<file path="src/rtl/crc_serial_engine.sv">
// -----------------------------------------------------------------------------
// crc_serial_engine
// Parametrised bit-serial MSB-first CRC generator with frame control. A start
// pulse seeds the register and opens a frame. Message bits are accepted under
// data_valid while in_ready is high. The bit flagged by data_last closes the
// message. The engine then serialises the (XOROUT-masked) CRC MSB first, and
// pulses done when the frame is complete.
//
// Optional feature (macro CRC_CHECK_EN): a frame opened with check_mode=1
// consumes CRC_W trailing bits instead of emitting them, compares them with
// the computed CRC and reports crc_ok / crc_err.
//
// Ports:
//   clk           in   system clock, rising edge
//   reset_l       in   asynchronous active-low reset
//   start         in   one-cycle pulse, seeds INIT and opens (or restarts) a frame
//   data_valid    in   data_in is valid this cycle
//   data_in       in   serial message bit, MSB first
//   data_last     in   marks the final message bit (qualified by data_valid)
//   in_ready      out  engine accepts data bits
//   crc_bit_out   out  serialised CRC bit
//   crc_bit_valid out  crc_bit_out is valid
//   crc_out       out  [CRC_W] final CRC, held until the next start
//   done          out  one-cycle frame-complete pulse
//   busy          out  frame in progress (RUN or APPEND)
//   check_mode    in   (CRC_CHECK_EN) sampled at start, selects check frame
//   crc_ok        out  (CRC_CHECK_EN) received CRC matched
//   crc_err       out  (CRC_CHECK_EN) received CRC mismatched
// -----------------------------------------------------------------------------
module crc_serial_engine #(
  parameter int unsigned      CRC_W  = 5,
  parameter logic [CRC_W-1:0] POLY   = CRC_W'(5'b00101),
  parameter logic [CRC_W-1:0] INIT   = {CRC_W{1'b1}},
  parameter logic [CRC_W-1:0] XOROUT = {CRC_W{1'b1}}
) (
  input  logic             clk,
  input  logic             reset_l,
  input  logic             start,
  input  logic             data_valid,
  input  logic             data_in,
  input  logic             data_last,
  output logic             in_ready,
  output logic             crc_bit_out,
  output logic             crc_bit_valid,
  output logic [CRC_W-1:0] crc_out,
  output logic             done,
  output logic             busy
`ifdef CRC_CHECK_EN
  ,
  input  logic             check_mode,
  output logic             crc_ok,
  output logic             crc_err
`endif
);

  localparam int unsigned      CNT_W    = (CRC_W > 1) ? $clog2(CRC_W) : 1;
  localparam logic [CNT_W-1:0] CNT_LAST = CNT_W'(CRC_W - 1);

  typedef enum logic [1:0] {
    S_IDLE   = 2'd0,
    S_RUN    = 2'd1,
    S_APPEND = 2'd2,
    S_DONE   = 2'd3
  } state_t;

  state_t           r_state, w_state_nxt;
  logic [CRC_W-1:0] r_crc, w_crc_nxt;
  logic [CRC_W-1:0] r_shift, w_shift_nxt;
  logic [CRC_W-1:0] r_crc_out, w_crc_out_nxt;
  logic [CNT_W-1:0] r_cnt, w_cnt_nxt;
  logic             r_chk, w_chk_nxt;
  logic             r_in_ready, w_in_ready_nxt;
  logic             r_busy, w_busy_nxt;
  logic             r_bit_out, w_bit_out_nxt;
  logic             r_bit_valid, w_bit_valid_nxt;
  logic             r_done, w_done_nxt;
  logic             w_fb;
  logic [CRC_W-1:0] w_step;
`ifdef CRC_CHECK_EN
  logic             r_mis, w_mis_nxt;
  logic             r_ok, w_ok_nxt;
  logic             r_err, w_err_nxt;
  logic             w_bit_mis;
`endif

  // One LFSR step for the current data_in bit
  assign w_fb   = data_in ^ r_crc[CRC_W-1];
  assign w_step = {r_crc[CRC_W-2:0], 1'b0} ^ (w_fb ? POLY : '0);

`ifdef CRC_CHECK_EN
  // Received bit versus the expected CRC bit currently at the shifter MSB
  assign w_bit_mis = data_in ^ r_shift[CRC_W-1];
`endif

  // State register
  always_ff @(posedge clk or negedge reset_l) begin
    if (!reset_l) begin
      r_state <= S_IDLE;
    end else begin
      r_state <= w_state_nxt;
    end
  end

  // Next-state, datapath next values and registered-output next values
  always_comb begin
    w_state_nxt   = r_state;
    w_crc_nxt     = r_crc;
    w_shift_nxt   = r_shift;
    w_crc_out_nxt = r_crc_out;
    w_cnt_nxt     = r_cnt;
    w_chk_nxt     = r_chk;
`ifdef CRC_CHECK_EN
    w_mis_nxt     = r_mis;
    w_ok_nxt      = r_ok;
    w_err_nxt     = r_err;
`endif

    if (start) begin
      // start wins in every state: (re)open the frame, crc_out is left alone
      w_state_nxt = S_RUN;
      w_crc_nxt   = INIT;
      w_cnt_nxt   = '0;
`ifdef CRC_CHECK_EN
      w_chk_nxt   = check_mode;
      w_mis_nxt   = 1'b0;
      w_ok_nxt    = 1'b0;
      w_err_nxt   = 1'b0;
`else
      w_chk_nxt   = 1'b0;
`endif
    end else begin
      case (r_state)
        S_IDLE: begin
          w_state_nxt = S_IDLE;
        end

        S_RUN: begin
          if (data_valid) begin
            w_crc_nxt = w_step;
            if (data_last) begin
              // Shifter holds the masked CRC so the first bit leaves next cycle
              w_state_nxt = S_APPEND;
              w_cnt_nxt   = '0;
              w_shift_nxt = w_step ^ XOROUT;
            end
          end
        end

        S_APPEND: begin
          // Register is frozen in APPEND, so repeated loads at cnt=0 are harmless
          if (r_cnt == '0) begin
            w_crc_out_nxt = r_crc ^ XOROUT;
          end
          if (r_chk) begin
`ifdef CRC_CHECK_EN
            if (data_valid) begin
              w_mis_nxt   = r_mis | w_bit_mis;
              w_shift_nxt = {r_shift[CRC_W-2:0], 1'b0};
              if (r_cnt == CNT_LAST) begin
                w_state_nxt = S_DONE;
                w_ok_nxt    = ~(r_mis | w_bit_mis);
                w_err_nxt   = r_mis | w_bit_mis;
              end else begin
                w_cnt_nxt = CNT_W'(r_cnt + 1'b1);
              end
            end
`endif
          end else begin
            w_shift_nxt = {r_shift[CRC_W-2:0], 1'b0};
            if (r_cnt == CNT_LAST) begin
              w_state_nxt = S_DONE;
            end else begin
              w_cnt_nxt = CNT_W'(r_cnt + 1'b1);
            end
          end
        end

        S_DONE: begin
          w_state_nxt = S_IDLE;
        end

        default: begin
          w_state_nxt = S_IDLE;
        end
      endcase
    end

    // Outputs are registered from the next state so they align with it
    w_in_ready_nxt  = (w_state_nxt == S_RUN) ||
                      ((w_state_nxt == S_APPEND) && w_chk_nxt);
    w_busy_nxt      = (w_state_nxt == S_RUN) || (w_state_nxt == S_APPEND);
    w_bit_valid_nxt = (w_state_nxt == S_APPEND) && !w_chk_nxt;
    w_bit_out_nxt   = w_bit_valid_nxt & w_shift_nxt[CRC_W-1];
    w_done_nxt      = (w_state_nxt == S_DONE);
  end

  // Datapath and output registers
  always_ff @(posedge clk or negedge reset_l) begin
    if (!reset_l) begin
      r_crc       <= INIT;
      r_shift     <= '0;
      r_crc_out   <= '0;
      r_cnt       <= '0;
      r_chk       <= 1'b0;
      r_in_ready  <= 1'b0;
      r_busy      <= 1'b0;
      r_bit_out   <= 1'b0;
      r_bit_valid <= 1'b0;
      r_done      <= 1'b0;
`ifdef CRC_CHECK_EN
      r_mis       <= 1'b0;
      r_ok        <= 1'b0;
      r_err       <= 1'b0;
`endif
    end else begin
      r_crc       <= w_crc_nxt;
      r_shift     <= w_shift_nxt;
      r_crc_out   <= w_crc_out_nxt;
      r_cnt       <= w_cnt_nxt;
      r_chk       <= w_chk_nxt;
      r_in_ready  <= w_in_ready_nxt;
      r_busy      <= w_busy_nxt;
      r_bit_out   <= w_bit_out_nxt;
      r_bit_valid <= w_bit_valid_nxt;
      r_done      <= w_done_nxt;
`ifdef CRC_CHECK_EN
      r_mis       <= w_mis_nxt;
      r_ok        <= w_ok_nxt;
      r_err       <= w_err_nxt;
`endif
    end
  end

  assign in_ready      = r_in_ready;
  assign busy          = r_busy;
  assign crc_bit_out   = r_bit_out;
  assign crc_bit_valid = r_bit_valid;
  assign crc_out       = r_crc_out;
  assign done          = r_done;
`ifdef CRC_CHECK_EN
  assign crc_ok        = r_ok;
  assign crc_err       = r_err;
`endif

endmodule

</file>
<file path="config.mk">
export PLATFORM = sky130hd
export DESIGN_NAME = crc_serial_engine
export DESIGN_NICKNAME = d
export VERILOG_FILES = /design/src/rtl/crc_serial_engine.sv
export SDC_FILE = /design/constraint.sdc
export NUM_CORES = 1
export LEC_CHECK = 0
export ABC_CLOCK_PERIOD_IN_PS = 3900
export BUFFER_PORTS_ARGS = -buffer_cell sky130_fd_sc_hd__buf_4
export CAP_MARGIN = 25
export CORE_ASPECT_RATIO = 0.7
export CORE_MARGIN = 3
export CORE_UTILIZATION = 60
export DETAILED_ROUTE_END_ITERATION = 6
export PLACE_DENSITY_LB_ADDON = 0.25
export SLEW_MARGIN = 15
export SYNTH_ARGS = -nofsm -noshare
export SYNTH_HDL_FRONTEND = slang
export SYNTH_SLANG_ARGS = --single-unit
</file>
<file path="constraint.sdc">
create_clock -name clk -period 3.9 [get_ports clk]
set_input_delay 0.78 -clock clk [delete_from_list [all_inputs] [get_ports clk]]
set_output_delay 0.78 -clock clk [all_outputs]
set_load 0.1 [all_outputs]
</file>
==> summary.txt, run 1 <==
Final Max Slew Viols -> 0
Area Growth Syn to Fin -> 11.0%
Final #Nets -> 148
Cts bufs inserted -> 3
Clock Skew -> 0.00829 ns
CTS clk-pin slew, worst paths -> 0.13 ns
GR Util All Layers -> 19.8%
Postcts setup bufs -> 0
Vias post-DR -> 977
Post-route setup TNS -> 0 ns
Gr ovfl total -> 0
Dominant cell type by area after synthesis -> dfrtp_1
Post_cts resized -> 0
Worst Path Required -> 4.15 ns
Cts hold-fix bufs -> 0
Later-pin clock latency in the skew report -> 0.32 ns
1st-iter DRT viols -> 69
Maximum fanout along the worst path -> 10
Clock sink count -> 26
Worst IR Drop VDD -> 0.307 mV
Worst slew margin -> 68.4%
Die W -> 62.2 um
R2R depth -> 8
Inserted Diodes -> 0
Htree depth -> 1
Min Tclk post-route -> 2.13 ns
Netlist cell types -> 41
Syn Nets -> 133
Routed wire per std cell -> 15.4 um
Final wirelength -> 2520 um
Cell count after synthesis -> 120
Arrival @ worst endpoint -> 2.38 ns
DR DRC count -> 0
Crit Path Category -> reg2reg
Drt pass-1 iters -> 4
Port Buffer Count -> 15
Initial antenna violation count -> 0
Warnings from Yosys -> 0
Worst hold path type -> in2async
DR vias/cell -> 5.96
Slew @ Worst Pin -> 0.470 ns
First-pass GRT wire length -> 4310 um
Final core utilization -> 75.0%
Sequential element share of the synthesized area -> 49.4%
Bufs on Longest Clock Path -> 2
Initial core utilization -> 67.5%
Gpl congestion -> 0.858
RR Startpoint -> r_state[1]
Endpoints failing hold -> 0
EDFF count, synth -> 0
CTS Root Cell -> clkbuf_4
Post-DRT Antenna Nets -> 0
Tot Pwr -> 662 uW
Number of global-route vias before repair -> 919
Total core area -> 1970 sq um
FMAX -> 469 MHz
Die Footprint -> 2820 sq um
Worst reg-to-reg setup slack -> 1.77 ns
RSZ-0062 raised after global routing -> false
CTS tree -> built
HPWL after DPL -> 1900 um
Seq cells post-synth -> 26
Fin crit share -> 54.7%
Synthesized cell area -> 1330 sq um
Post-synth top area share -> 39.5%
FP Rows -> 13
Terminus of the critical flop-to-flop path -> crc_bit_out
Layout cell share with drive strength beyond 1 -> 23.1%
Ys flop type -> dfrtp_1
IO Count -> 16
Status -> finished, final reports clean
Largest net degree at the start of global routing -> 27
Startpoint Class -> register
Area contributors post-synth -> dfrtp_1, dfstp_2, ha_1
Post-synth ARST share -> 100%
Leak Pwr -> 0.000686 uW
Final Setup Violations -> 0
Max Cap Viol -> 0
Syn avg cell area -> 11.1 sq um
Setup crit end kind -> register
Power Density -> 449 nW/um^2
Min Hold Slack -> 0.337 ns
Die height -> 45.4 um
-- area by class of cell --
class | instances | area (sq um)
Timing Repair Buffer | 15 | 113
Clock buffer | 4 | 26.3
Inverter | 8 | 30.0
Sequential cell | 26 | 657
Tap cell | 30 | 37.5
Fill cell | 133 | 493
Multi-Input combinational cell | 81 | 612
-- metrics by stage --
stage / setup slack [ns] / area (sq um) / cells
CTS: 1.80 / 1480 / 164
floorplan: 2.04 / 1330 / 120
detailed placement: 1.83 / 1450 / 160
global placement: 1.94 / 1450 / 160
global route: 1.59 / 1480 / 164
finish: 1.77 / 1480 / 164
-- critical path, stage by stage (launching register included) --
cell and delay (ns):
dfrtp_1 0.41, inv_1 0.06, ha_1 0.29, nor2_1 0.41
o2bb2ai_1 0.18, a21oi_1 0.20, ha_1 0.23, nand3_1 0.09
o22ai_1 0.17
-- power by group --
group          leakage, uW  switching, uW  total (uW)  internal [uW]
Clock            0.0000150           74.3         114           40.0
Combinational     0.000337            165         228           63.1
Sequential        0.000334           17.8         319            302
-- per-layer routing --
metal | share of wire [%] | vias to the layer above | track usage (%)
met5 | 0 | - | 0
met4 | 0.79 | 0 | 3.96
met3 | 7.7 | 6 | 5.93
met2 | 46 | 40 | 32.9
met1 | 46 | 471 | 26.5
li1 | - | 460 | -
-- Yosys cell counts, types with 3 or more instances --
| library cell | instances |
|---|---|
| dfrtp_1 | 21 |
| dfstp_2 | 5 |
| ha_1 | 7 |
| inv_1 | 7 |
| mux2_2 | 4 |
| nand2_1 | 15 |
| nand3_1 | 11 |
| o211ai_1 | 3 |
| o21ai_0 | 5 |
| o2bb2ai_1 | 4 |
-- kinds of logic after synthesis --
kind of cell,synth area share (%)
mux,3.39
xor+xnor,2.45
flops,49.4
compound gates,14.3
simple gates,19.3
buf+inv,4.52
fa+ha+maj,6.59
-- cell usage in the layout, fill, tap and decap left out, types with 2 or more instances in the layout --
cell type / synthesis / routed
buf_4: 0 / 15
nor2_1: 2 / 2
o21ai_0: 5 / 5
nand3_1: 11 / 11
inv_1: 7 / 7
mux2_2: 4 / 4
dfrtp_1: 21 / 21
a21o_1: 2 / 2
clkbuf_4: 0 / 3
o2bb2ai_1: 4 / 4
nand4_1: 2 / 2
nand2_1: 15 / 15
nand2b_1: 2 / 2
o211ai_1: 3 / 3
o311ai_0: 2 / 2
ha_1: 7 / 7
dfstp_2: 5 / 5
and2_1: 2 / 2
-- sequential cells by signal (all words and copies together), names as in the netlist --
signal,cells
busy,1
in_ready,1
r_chk,1
r_cnt,3
r_state,2
crc_bit_out,1
done,1
r_crc,5
r_shift,5
crc_out,5
crc_bit_valid,1
-- worst max path at each step --
stage	slack [ns]	cells past startpoint	endpoint	from
final	1.77	8	crc_bit_out	r_state[1]
after global routing	1.59	8	crc_bit_out	r_state[1]
after CTS	1.80	8	crc_bit_out	r_state[1]
after detailed placement	1.83	8	crc_bit_out	r_state[1]
after global placement	1.94	8	crc_bit_out	r_state[1]
after floorplan	2.04	4	r_shift[0]	data_valid
No activity file was read; power rests on OpenSTA's default activity.
==> run 2: changes to the inputs <==
- ABC_CLOCK_PERIOD_IN_PS: 3900 -> 2000
- CORE_UTILIZATION: 60 -> 56
- clock period: 3.9 -> 2 ns (I/O delays scaled with it)
==> run 2 against run 1 <==
  * Global-route usage shrank 1.4 points
  * Sequential share of layout area decreased by 2.7 points
  * Clock skew down 0.0026 ns
  * Sequential cell count stayed put
  * Die area increased by 6.3%
  * Largest power group unchanged
  * Wire length increased by 2.3%
  * Critical endpoint is now in_ready
  * Core utilization down 3.8 points
  * Combinational power increased by 100%
  * Largest cell class unchanged
  * Sequential power increased by 95%
  * First-iteration DRC count rose by 30%
  * Via count is 0.10% higher
  * Hold slack improved by 0.017 ns
  * Critical path type unchanged
==> summary.txt, run 2 (synthesis results as in run 1) <==
CTS clk-pin slew, worst paths -> 0.14 ns
Inserted Diodes -> 0
Worst IR Drop VDD -> 0.593 mV
Port Buffer Count -> 15
Crit-path leading delay family -> compound AO/OA/AOI/OAI gates
DR DRC count -> 0
Setup crit end kind -> register
Number of global-route vias before repair -> 862
Worst hold path type -> in2reg
Final Max Slew Viols -> 0
Final wirelength -> 2580 um
Final core utilization -> 71.1%
Routed wire per std cell -> 15.0 um
Initial core utilization -> 60.2%
Hold path startpoint -> start
CTS tree -> built
Final Setup Violations -> 0
CTS Root Cell -> clkbuf_4
Most common cell after layout, fill and taps aside -> dfrtp_1
CP max stage cell -> dfrtp_1
Power Density -> 858 nW/um^2
Gr ovfl total -> 0
Endpoints failing hold -> 0
Max Cap Viol -> 0
Crit path depth -> 8
Crit. Startpoint -> r_cnt[0]
1st-iter DRT viols -> 90
Worst slew margin -> 71.1%
Cts bufs inserted -> 3
Maximum fanout along the worst path -> 5
Min Tclk post-route -> 1.94 ns
Vias post-DR -> 978
Area Growth Syn to Fin -> 18.2%
IO Count -> 16
Worst path max stage delay -> 0.41 ns
FP Rows -> 14
Total core area -> 2210 sq um
Drt pass-1 iters -> 4
Cell breakdown of the critical path -> inv_1 -> ha_4 -> and4bb_2 -> a311oi_2 -> nor3_2 -> ha_2 -> buf_4 -> a21o_1
Bufs on Longest Clock Path -> 2
R2R depth -> 8
Post-DRT Antenna Nets -> 0
Final #Nets -> 154
WP buf/inv -> 2
Worst Path Required -> 2.24 ns
Clock sink count -> 26
Startpoint Class -> register
Tot Pwr -> 1350 uW
FMAX -> 515 MHz
RR Startpoint -> r_cnt[0]
Later-pin clock latency in the skew report -> 0.32 ns
Hold Path Stages -> 2
Min Hold Slack -> 0.354 ns
Clock Skew -> 0.00570 ns
GR Util All Layers -> 18.4%
Arrival @ worst endpoint -> 2.18 ns
Largest net degree at the start of global routing -> 27
Fill count -> 166
Die height -> 46.8 um
Fin crit share -> 97.1%
Slew @ Worst Pin -> 0.431 ns
DR vias/cell -> 5.69
Crit Path Category -> reg2reg
Leak Pwr -> 0.000723 uW
Most frequent cells in the layout -> dfrtp_1, buf_4, nand2_1
Gpl congestion -> 0.810
Final std cells w/o fill -> 172
First-pass GRT wire length -> 4080 um
Die W -> 64.2 um
Status -> finished, final reports clean
Post-route setup TNS -> 0 ns
Layout cell share with drive strength beyond 1 -> 30.7%
Htree depth -> 1
Dpl cells -> 164
Die Footprint -> 3000 sq um
HPWL after DPL -> 1860 um
Initial antenna violation count -> 0
run 2: cell types whose count changed in the layout (fill, tap and decap cells not counted), sizes merged:
| cell | previous run | this run |
|---|---|---|
| buf | 15 | 20 |
| dlygate4sd3 | 0 | 1 |
run 2: path summary, 6_finish.rpt:
kind	to	slack, ns
min in group asynchronous	done	0.50
worst min-delay path	r_state[1]	0.35
worst max register to register	in_ready	0.06
worst max-delay path	in_ready	0.06
max in group asynchronous	r_crc[4]	1.20
worst min register to register	crc_out[1]	0.50
run 2: layout make-up:
cell class                 instances  area, sq um  area share, %
clock buffer                       4         36.3           2.31
inverter                           8         30.0           1.91
multi-input combinational         81          647           41.2
sequential                        26          657           41.8
tap                               32         40.0           2.55
timing repair buffer              21          160           10.2
run 2: stage by stage:
step | cell area (sq um) | setup slack [ns]
global placement | 1470 | 0.139
global route | 1570 | -0.0199
detailed placement | 1470 | -0.0508
floorplan | 1330 | 0.174
finish | 1570 | 0.0589
CTS | 1520 | 0.0208
run 2: power breakdown:
group | switching [uW] | internal [uW]
clock | 153 | 112
combinational | 325 | 137
sequential | 32.9 | 588
total | 511 | 837
run 2: per-layer routing:
| layer | routed length, um | global-route usage [%] |
|---|---|---|
| met1 | 1290 | 26.2 |
| met2 | 1180 | 27.9 |
| met3 | 72 | 5.26 |
| met4 | 37 | 5.46 |
| met5 | 0 | 0 |
run 2: repair_timing:
action / CTS / global route
pin swaps: 0 / 2
hold buffers: 1 / 0
setup endpoints to repair: 1 / 4
buffers inserted: 0 / 3
cloned: 0 / 0
hold endpoints to repair: 21 / 0
gates resized for setup: 1 / 6
==> run 3: changes to the inputs <==
--- a/config.mk
+++ b/config.mk
@@ -15,2 +15,3 @@
 export PLACE_DENSITY_LB_ADDON = 0.25
+export REMOVE_ABC_BUFFERS = 1
 export SLEW_MARGIN = 15
==> constraint.sdc (replaced) <==
create_clock -name clk -period 2 [get_ports clk]
set_input_delay 0.2 -clock clk [delete_from_list [all_inputs] [get_ports clk]]
set_output_delay 0.2 -clock clk [all_outputs]
set_load 0.1 [all_outputs]
==> run 3 against run 2 <==
  * Final cell count stayed put
  * Clock skew rose by 0.0056 ns
  * Via count shrank 0.92%
  * First-iteration DRC count is 13% higher
  * Total power fell by 2.7%
  * Design area shrank 2.0%
  * Core utilization fell by 1.4 points
  * Combinational power down 2%
  * Clock power down 12%
  * Sequential share of layout area rose by 0.85 points
  * Wire length is 3.2% lower
  * Critical endpoint unchanged
  * Largest power group unchanged
  * Highest routed layer unchanged
==> summary.txt, run 3 (synthesis results as in run 1) <==
Dpl cells -> 165
Bufs on Longest Clock Path -> 2
Drt pass-1 iters -> 4
Worst Path Required -> 2.25 ns
Area Growth Syn to Fin -> 15.8%
Total core area -> 2210 sq um
Initial core utilization -> 60.2%
Final Setup Violations -> 0
Worst IR Drop VDD -> 0.441 mV
Gr ovfl total -> 0
Maximum fanout along the worst path -> 5
Most frequent cells in the layout -> dfrtp_1, buf_4, nand2_1
Most numerous cell on the critical path -> ha_1
Worst slew margin -> 72.9%
Status -> finished, final reports clean
1st-iter DRT viols -> 102
Final wirelength -> 2500 um
Final Max Slew Viols -> 0
CTS tree -> built
Layout cell share with drive strength beyond 1 -> 27.9%
Tot Pwr -> 1310 uW
Initial antenna violation count -> 0
Slew @ Worst Pin -> 0.404 ns
Crit-path leading delay family -> simple AND/OR/NAND/NOR gates
Cts bufs inserted -> 3
DR DRC count -> 0
Final #Nets -> 154
Htree depth -> 1
Leak Pwr -> 0.000717 uW
WP buf/inv -> 1
Largest net degree at the start of global routing -> 27
Net switching power -> 509 uW
Vias post-DR -> 969
Final core utilization -> 69.7%
Cell breakdown of the critical path -> inv_1 -> ha_1 -> and4bb_2 -> a311oi_2 -> or3_1 -> ha_1 -> a21o_1
Int Power -> 802 uW
Final std cells w/o fill -> 172
Die W -> 64.2 um
Worst hold path type -> in2reg
Crit Path Category -> reg2reg
Routed wire per std cell -> 14.5 um
Switching Fraction -> 38.8%
DR vias/cell -> 5.63
Logic pwr share -> 34.7%
Most common cell after layout, fill and taps aside -> dfrtp_1
Max Cap Viol -> 0
Clock sink count -> 26
First-pass GRT wire length -> 4180 um
Gpl congestion -> 0.804
FP Rows -> 14
Inserted Diodes -> 0
Endpoints failing hold -> 0
CTS clk-pin slew, worst paths -> 0.14 ns
CP max stage cell -> dfrtp_1
Clock power frac -> 17.8%
Seq pwr share -> 47.5%
Later-pin clock latency in the skew report -> 0.33 ns
Port Buffer Count -> 15
Die Footprint -> 3000 sq um
Worst path max stage delay -> 0.43 ns
Min Tclk post-route -> 1.89 ns
Fin crit share -> 94.4%
GR Util All Layers -> 18.6%
Setup crit end kind -> register
Post-DRT Antenna Nets -> 0
Die height -> 46.8 um
IO Count -> 16
HPWL after DPL -> 1850 um
Arrival @ worst endpoint -> 2.13 ns
CTS Root Cell -> clkbuf_4
Clock Skew -> 0.0113 ns
FMAX -> 530 MHz
Startpoint Class -> register
Number of global-route vias before repair -> 923
Power Density -> 852 nW/um^2
run 3: cell counts in the layout (fill, tap and decap cells not counted):
No cell type changed its count.
run 3: layout make-up:
type                    instances  area (sq um)
repair buffers                 21           160
inverters                       8          30.0
fillers                       181           668
clock buffers                   4          26.3
multi-input cells              81           626
well taps                      32          40.0
flip-flops and latches         26           657
run 3: tightest hold or removal path: cells and delay by family:
family / cells / cell delay [ns]
and+or+nand+nor: 2 / 0.14
buffers and inverters: 1 / 0.15
run 3: power groups by stage:
stage	registers [uW]	logic, uW	clock network [uW]
final	623	455	233
after global routing	629	485	267
after CTS	622	453	237
after detailed placement	632	449	0
after global placement	628	444	0
after floorplan	813	149	0
run 3: path summary, 6_finish.rpt:
check,startpoint,to,slack [ns],depth (start not counted)
setup / recovery,r_cnt[0],in_ready,0.11,7
hold / removal,data_valid,r_crc[2],0.14,3
setup reg to reg,r_cnt[0],in_ready,0.11,7
hold reg to reg,crc_out[4],crc_out[4],0.49,2
max in group asynchronous,reset_l,r_crc[0],1.41,2
min in group asynchronous,reset_l,r_state[1],0.28,2
run 3: through the flow:
| stage | instance area [sq um] | TNS [ns] | hold slack, ns | worst slack [ns] |
|---|---|---|---|---|
| finish | 1540 | 0 | 0.140 | 0.112 |
| global route | 1540 | -0.000297 | 0.124 | -0.000297 |
| CTS | 1520 | 0 | 0.127 | 0.0367 |
| detailed placement | 1470 | -0.0502 | 0.124 | -0.0502 |
| global placement | 1470 | 0 | 0.119 | 0.134 |
| floorplan | 1300 | 0 | -0.0956 | 0.149 |
run 3: repair_timing:
item                                   4_1_cts  5_1_grt
endpoints found under the hold margin       21        0
pin swaps                                    0        2
hold buffers                                 1        0
setup buffers                                0        2
setup endpoints to repair                    1        4
resized for setup                            1        2
run 3: per-layer routing:
metal / vias to the layer above / wire, um / GRT usage (%)
met5: - / 0 / 0
met4: 0 / 21 / 4.20
met3: 2 / 111 / 5.74
met2: 21 / 1160 / 30.8
met1: 472 / 1210 / 24.8
li1: 474 / - / -
